--- src/rtl/pll_wb_pkg.sv ---
// Shared types and constants for the PLL dynamic-configuration
// Wishbone master and its upstream command logic.
package pll_wb_pkg;

  localparam int PLL_ADDR_W = 5;
  localparam int PLL_DATA_W = 8;

  localparam logic [7:0] MASK_ALL = 8'hFF;

  localparam logic [4:0] REG_CLKOP_DIV    = 5'h02;
  localparam logic [4:0] REG_CLKOP_CPHASE = 5'h03;
  localparam logic [4:0] REG_CLKOS_CPHASE = 5'h05;
  localparam logic [4:0] REG_CLKOS_DIV    = 5'h07;

  typedef enum logic [2:0] {
    ST_IDLE,
    ST_RD_REQ,
    ST_WR_PREP,
    ST_WR_REQ,
    ST_RESP
  } state_e;

endpackage

--- src/rtl/pll_wb_timeout.sv ---
// Saturating strobe-cycle counter; flags the last cycle a strobe
// may stay high without an acknowledge.
module pll_wb_timeout #(
  parameter int  LIMIT = 255,
  localparam int CW    = $clog2(LIMIT + 1)
) (
  input  logic clk,
  input  logic rst,
  input  logic clr,
  input  logic en,
  output logic expired
);

  logic [CW-1:0] cnt_q;
  logic [CW-1:0] cnt_d;

  // next count: clear, count up, or hold at the limit
  always_comb begin
    cnt_d = cnt_q;
    if (clr) begin
      cnt_d = '0;
    end else if (en && (cnt_q != CW'(LIMIT))) begin
      cnt_d = cnt_q + 1'b1;
    end
  end

  // count register
  always_ff @(posedge clk) begin
    if (rst) begin
      cnt_q <= '0;
    end else begin
      cnt_q <= cnt_d;
    end
  end

  // this unacked cycle brings the count to LIMIT
  assign expired = en && (cnt_q == CW'(LIMIT - 1));

endmodule

--- src/rtl/pll_wb_master.sv ---
// Wishbone initiator for the PLL dynamic-configuration port:
// read, direct write and masked read-modify-write with ACK timeout.
module pll_wb_master
  import pll_wb_pkg::*;
#(
  parameter int TIMEOUT_CYCLES = 255,
  parameter int ADDR_W         = PLL_ADDR_W,
  parameter int DATA_W         = PLL_DATA_W
) (
  input  logic              PLLCLK,
  input  logic              PLLRST,
  input  logic              CMD_VALID,
  output logic              CMD_READY,
  input  logic              CMD_WE,
  input  logic [ADDR_W-1:0] CMD_ADDR,
  input  logic [DATA_W-1:0] CMD_WDATA,
  input  logic [DATA_W-1:0] CMD_MASK,
  output logic              RSP_VALID,
  output logic [DATA_W-1:0] RSP_RDATA,
  output logic              RSP_ERR,
  output logic              BUSY,
  output logic              PLLSTB,
  output logic              PLLWE,
  output logic [ADDR_W-1:0] PLLADDR,
  output logic [DATA_W-1:0] PLLDATI,
  input  logic [DATA_W-1:0] PLLDATO,
  input  logic              PLLACK
);

  state_e state_q, state_d;

  logic [ADDR_W-1:0] addr_q, addr_d;
  logic [DATA_W-1:0] wdata_q, wdata_d;
  logic [DATA_W-1:0] mask_q, mask_d;
  logic [DATA_W-1:0] rd_q, rd_d;
  logic [DATA_W-1:0] dati_q, dati_d;
  logic [DATA_W-1:0] rsp_rdata_q, rsp_rdata_d;
  logic              rmw_q, rmw_d;
  logic              err_q, err_d;
  logic              stb_q, stb_d;
  logic              we_q, we_d;
  logic              rsp_valid_q, rsp_valid_d;
  logic              rsp_err_q, rsp_err_d;
  logic              tmo_expired;

  pll_wb_timeout #(
    .LIMIT(TIMEOUT_CYCLES)
  ) u_timeout (
    .clk    (PLLCLK),
    .rst    (PLLRST),
    .clr    (!stb_q),
    .en     (stb_q && !PLLACK),
    .expired(tmo_expired)
  );

  // command sequencing, bus strobe and response generation
  always_comb begin
    state_d     = state_q;
    addr_d      = addr_q;
    wdata_d     = wdata_q;
    mask_d      = mask_q;
    rd_d        = rd_q;
    dati_d      = dati_q;
    rmw_d       = rmw_q;
    err_d       = err_q;
    rsp_valid_d = 1'b0;
    rsp_err_d   = 1'b0;
    rsp_rdata_d = rsp_rdata_q;
    unique case (state_q)
      ST_IDLE: begin
        if (CMD_VALID) begin
          addr_d  = CMD_ADDR;
          wdata_d = CMD_WDATA;
          mask_d  = CMD_MASK;
          rd_d    = '0;
          err_d   = 1'b0;
          rmw_d   = 1'b0;
          if (CMD_WE && (CMD_MASK == '1)) begin
            dati_d  = CMD_WDATA;
            state_d = ST_WR_REQ;
          end else begin
            rmw_d   = CMD_WE && (CMD_MASK != '0);
            state_d = ST_RD_REQ;
          end
        end
      end
      ST_RD_REQ: begin
        if (PLLACK) begin
          rd_d    = PLLDATO;
          state_d = rmw_q ? ST_WR_PREP : ST_RESP;
        end else if (tmo_expired) begin
          err_d   = 1'b1;
          state_d = ST_RESP;
        end
      end
      ST_WR_PREP: begin
        dati_d  = (rd_q & ~mask_q) | (wdata_q & mask_q);
        state_d = ST_WR_REQ;
      end
      ST_WR_REQ: begin
        if (PLLACK) begin
          state_d = ST_RESP;
        end else if (tmo_expired) begin
          err_d   = 1'b1;
          state_d = ST_RESP;
        end
      end
      ST_RESP: begin
        rsp_valid_d = 1'b1;
        rsp_err_d   = err_q;
        rsp_rdata_d = err_q ? '0 : rd_q;
        state_d     = ST_IDLE;
      end
      default: begin
        state_d = ST_IDLE;
      end
    endcase
    stb_d = (state_d == ST_RD_REQ) || (state_d == ST_WR_REQ);
    we_d  = (state_d == ST_WR_REQ);
  end

  // state and registered outputs
  always_ff @(posedge PLLCLK) begin
    if (PLLRST) begin
      state_q     <= ST_IDLE;
      addr_q      <= '0;
      wdata_q     <= '0;
      mask_q      <= '0;
      rd_q        <= '0;
      dati_q      <= '0;
      rsp_rdata_q <= '0;
      rmw_q       <= 1'b0;
      err_q       <= 1'b0;
      stb_q       <= 1'b0;
      we_q        <= 1'b0;
      rsp_valid_q <= 1'b0;
      rsp_err_q   <= 1'b0;
    end else begin
      state_q     <= state_d;
      addr_q      <= addr_d;
      wdata_q     <= wdata_d;
      mask_q      <= mask_d;
      rd_q        <= rd_d;
      dati_q      <= dati_d;
      rsp_rdata_q <= rsp_rdata_d;
      rmw_q       <= rmw_d;
      err_q       <= err_d;
      stb_q       <= stb_d;
      we_q        <= we_d;
      rsp_valid_q <= rsp_valid_d;
      rsp_err_q   <= rsp_err_d;
    end
  end

  assign CMD_READY = (state_q == ST_IDLE);
  assign BUSY      = (state_q != ST_IDLE);
  assign RSP_VALID = rsp_valid_q;
  assign RSP_RDATA = rsp_rdata_q;
  assign RSP_ERR   = rsp_err_q;
  assign PLLSTB    = stb_q;
  assign PLLWE     = we_q;
  assign PLLADDR   = addr_q;
  assign PLLDATI   = dati_q;

endmodule

--- config.mk ---
export PLATFORM = sky130hd
export DESIGN_NAME = pll_wb_master
export DESIGN_NICKNAME = d
export VERILOG_FILES = /design/src/rtl/pll_wb_pkg.sv /design/src/rtl/pll_wb_timeout.sv /design/src/rtl/pll_wb_master.sv
export SDC_FILE = /design/constraint.sdc
export NUM_CORES = 1
export LEC_CHECK = 0
export BUFFER_PORTS_ARGS = -buffer_cell sky130_fd_sc_hd__buf_2
export CAP_MARGIN = 20
export CORE_ASPECT_RATIO = 1.5
export CORE_MARGIN = 1.5
export CORE_UTILIZATION = 48
export DETAILED_ROUTE_END_ITERATION = 8
export PLACE_DENSITY = 0.84
export SLEW_MARGIN = 0
export SYNTH_ARGS = -nofsm -noshare
export SYNTH_HDL_FRONTEND = slang
export SYNTH_SLANG_ARGS = --single-unit
--- constraint.sdc ---
create_clock -name PLLCLK -period 1.4 [get_ports PLLCLK]
set_input_delay 0.21 -clock PLLCLK [delete_from_list [all_inputs] [get_ports PLLCLK]]
set_output_delay 0.21 -clock PLLCLK [all_outputs]
set_load 0.02 [all_outputs]
==> flow_summary_export.csv <==
group,metric,value,unit
cts,cts_buffers,9,
floorplan,core,5200,sq um
setup_path,cp.arrival,1.94,ns
floorplan,rows,32,
route,dr_total_vias,2894,
status,status,"finished, violations left",
power_and_ir_drop,p_clk_share,41.3,%
setup_path,r2r_cells,7,
power_and_ir_drop,internal_power,3.18,mW
setup_path,critical_path_required,1.63,ns
cts,cts_sinks,62,
cts,root_buffer,"clkbuf_8",
sta,max_freq,583,MHz
place,gp_congestion,0.854,
cts,path_clk_slew,0.08,ns
cells_and_area,final_nets,446,
power_and_ir_drop,swShare,27.7,%
sta,fin_skew,0.0126,ns
power_and_ir_drop,peakVddDrop,0.000838,V
synth,synth_area,2640,sq um
cts,hold_buffers,0,
cells_and_area,nFillCells,328,
setup_path,crit_path_max_incr_delay,0.35,ns
sta,worst_slack,-0.316,ns
floorplan,io_pins,61,
power_and_ir_drop,p_per_area,1100,nW/um^2
synth,synth_nets,338,
setup_path,crit_top_cell,"buf_6",
sta,hold_ws,0.0982,ns
synth,synth_edf_count,0,
setup_path,crit_family,"buffers and inverters",
status,violations,"negative setup slack",
setup_path,critPathKind,"reg2reg",
setup_path,path_depth,7,
power_and_ir_drop,seqPwrFrac,42.6,%
floorplan,initial_core_util,50.7,%
synth,synthArstFlopShare,0,%
hold_path,hold_class,"in2reg",
power_and_ir_drop,comb_power_share,16.2,%
cts,cts_tree,"yes",
global_route,overflow,0,
synth,ys_types,41,
cells_and_area,finalInstanceArea,3980,sq um
cells_and_area,final_util,76.5,%
synth,synth.avg_cell_area,8.74,sq um
route,drt-total-wl,9.62,mm
floorplan,die_area,5960,sq um
cells_and_area,multi_input_area,1570,sq um
route,remaining_drc_errors,0,
route,viasPerCell,5.99,
synth,ys_seq_area_share,47.0,%
setup_path,crit_chain,"buf_6 -> buf_6 -> nor3b_4 -> clkbuf_16 -> mux2_4 -> o21ai_2 -> a21oi_1",
place,postPlaceCellArea,3240,sq um
sta,worst_pin_slew,0.501,ns
route,wl_per_cell,19.9,um
synth,ys_seq_elements,62,
cells_and_area,regArea,1260,sq um
sta,period_needed,1.72,ns
cts,htreeDepth,3,
cells_and_area,n_antenna_cell,0,
route,drt_iter0_markers,267,
sta,setup_viol,46,
synth,syn_inst,302,
route,drtPass1Iterations,7,
cts,clock_latency,0.36,ns
cts,cts_max_path_buffers,2,
global_route,grt_pass1_wl,11.7,mm
synth,synthFlopType,"dfxtp_1",
setup_path,slowest_stage,"dfxtp_4",
place,hpwlAfterDp,4.78,mm
route,ant_nets,0,
setup_path,critPathBufInv,3,
place,port_buffers,60,
synth,ys_warn_count,0,
power_and_ir_drop,switchingPower,1.22,mW
global_route,grt_usage,25.5,%
setup_path,start_kind,"register",
floorplan,die_h,93.8,um
global_route,grt_max_degree,46,
sta,hold_violations,0,
global_route,grt_pass1_vias,2517,
run,drv_cap,0,
power_and_ir_drop,power.leakage,1.64,nW
cells_and_area,area_growth,51.0,%
sta,slew_headroom,66.6,%
cells_and_area,drive_gt1_share,48.9,%
global_route,antenna_found_initial,0,
setup_path,cp-end-kind,"register",
sta,finalCritPeriodShare,123,%
sta,maxSlewViolCount,0,
hold_path,min_path_cells,3,
sta,rsz0062_at_grt,"yes",
floorplan,die_w,63.5,um
setup_path,cp_max_fo,5,
==> cell type report <==
cell class	count	area share (%)
Sequential cell	62	31.6
Tap cell	68	2.14
Clock inverter	7	2.54
Clock buffer	9	3.11
Inverter	2	0.314
Multi-Input combinational cell	223	39.3
Timing Repair Buffer	112	21.0
==> worst paths after layout <==
check         startpoint    endpoint  slack (ns)
max           state_q[0]  PLLDATI[4]       -0.32
min          CMD_ADDR[1]  PLLADDR[1]         0.1
max reg2reg   state_q[0]  PLLDATI[4]       -0.32
min reg2reg   PLLADDR[0]  PLLADDR[0]        0.47
==> registers in the layout, indices dropped and copies added (netlist names) <==
signal and flops:
wdata_q 8, mask_q 8, RSP_ERR 1, PLLWE 1, u_timeout.cnt_q 8, PLLADDR 5, err_q 1, RSP_RDATA 8
rd_q 8, PLLDATI 8, rmw_q 1, state_q 3, PLLSTB 1, RSP_VALID 1
==> layer usage <==
layer  vias up  wire (um)  global-route usage, %
met5         -          0                      0
met4         0        536                   15.4
met3        59        747                   5.52
met2       192       4920                   43.7
met1      1350       3420                   28.6
li1       1293          -                      -
==> power by group through the flow <==
| stage | logic [mW] | registers, mW | clock network (mW) |
|---|---|---|---|
| 4_1_cts | 0.525 | 1.86 | 1.82 |
| 5_1_grt | 0.738 | 1.87 | 1.89 |
| 3_3_place_gp | 0.437 | 1.90 | 0 |
| 3_5_place_dp | 0.447 | 1.90 | 0 |
| 6_report | 0.710 | 1.87 | 1.81 |
| 2_1_floorplan | 0.263 | 1.91 | 0 |
==> Yosys cell counts, types with 6 or more instances <==
| master | n | area [sq um] |
|---|---|---|
| a21oi_1 | 43 | 215 |
| a22o_1 | 8 | 70.1 |
| clkbuf_1 | 9 | 33.8 |
| dfxtp_1 | 62 | 1240 |
| mux2_2 | 16 | 180 |
| nand2_1 | 61 | 229 |
| nand3_1 | 23 | 115 |
| nor2_1 | 9 | 33.8 |
| nor3_1 | 6 | 30.0 |
| o21ai_0 | 7 | 35.0 |
==> tightest hold or removal path, delay by kind of cell <==
kind            cells  cell delay [ns]
simple gates        1             0.04
compound gates      1             0.05
buf+inv             1             0.10
==> cells in the final DEF, fill, tap and decap left out, types with 3 or more instances in the layout <==
| cell | count |
|---|---|
| nor2_1 | 9 |
| buf_4 | 37 |
| dfxtp_1 | 52 |
| a22o_1 | 8 |
| clkbuf_8 | 9 |
| buf_2 | 58 |
| nand3_1 | 20 |
| mux2_2 | 8 |
| and4_1 | 3 |
| clkbuf_16 | 3 |
| mux2_4 | 8 |
| buf_12 | 4 |
| nand2_8 | 4 |
| a21oi_1 | 40 |
| buf_6 | 10 |
| nand2_2 | 13 |
| o21ai_2 | 7 |
| nor3_1 | 4 |
| dfxtp_2 | 8 |
| nand3_2 | 3 |
| o211ai_1 | 3 |
| a21oi_2 | 3 |
| inv_6 | 4 |
| nand4_1 | 4 |
| nand2_1 | 46 |
| or4_1 | 3 |
==> timing repair <==
| action | CTS | global route |
|---|---|---|
| cloned | 1 | 5 |
| resized for setup | 25 | 56 |
| setup buffers | 9 | 6 |
| setup endpoints to repair | 59 | 56 |
| pin swaps | 10 | 29 |
==> per-stage QoR <==
| stage | cells | worst slack, ns | power (mW) | setup TNS [ns] |
|---|---|---|---|---|
| after global placement | 447 | -0.141 | 2.34 | -3.65 |
| after floorplan | 302 | -0.0854 | 2.17 | -1.14 |
| after global routing | 483 | -0.379 | 4.50 | -9.86 |
| after CTS | 473 | -0.270 | 4.20 | -4.22 |
| final | 483 | -0.316 | 4.39 | -7.33 |
| after detailed placement | 447 | -0.159 | 2.35 | -5.40 |
==> kinds of logic (layout without fill, tap and decap cells) <==
logic type	after synthesis	count (layout)	share of synthesized area (%)
flip-flops	62	62	47.0
buffers and inverters	20	130	3.89
adder cells (fa/ha/maj)	2	2	0.948
multiplexers	16	16	6.83
AO/OA/AOI/OAI	73	73	16.4
AND/OR/NAND/NOR	127	130	24.3
XOR/XNOR	2	2	0.664
No activity file was read; power rests on OpenSTA's default activity.
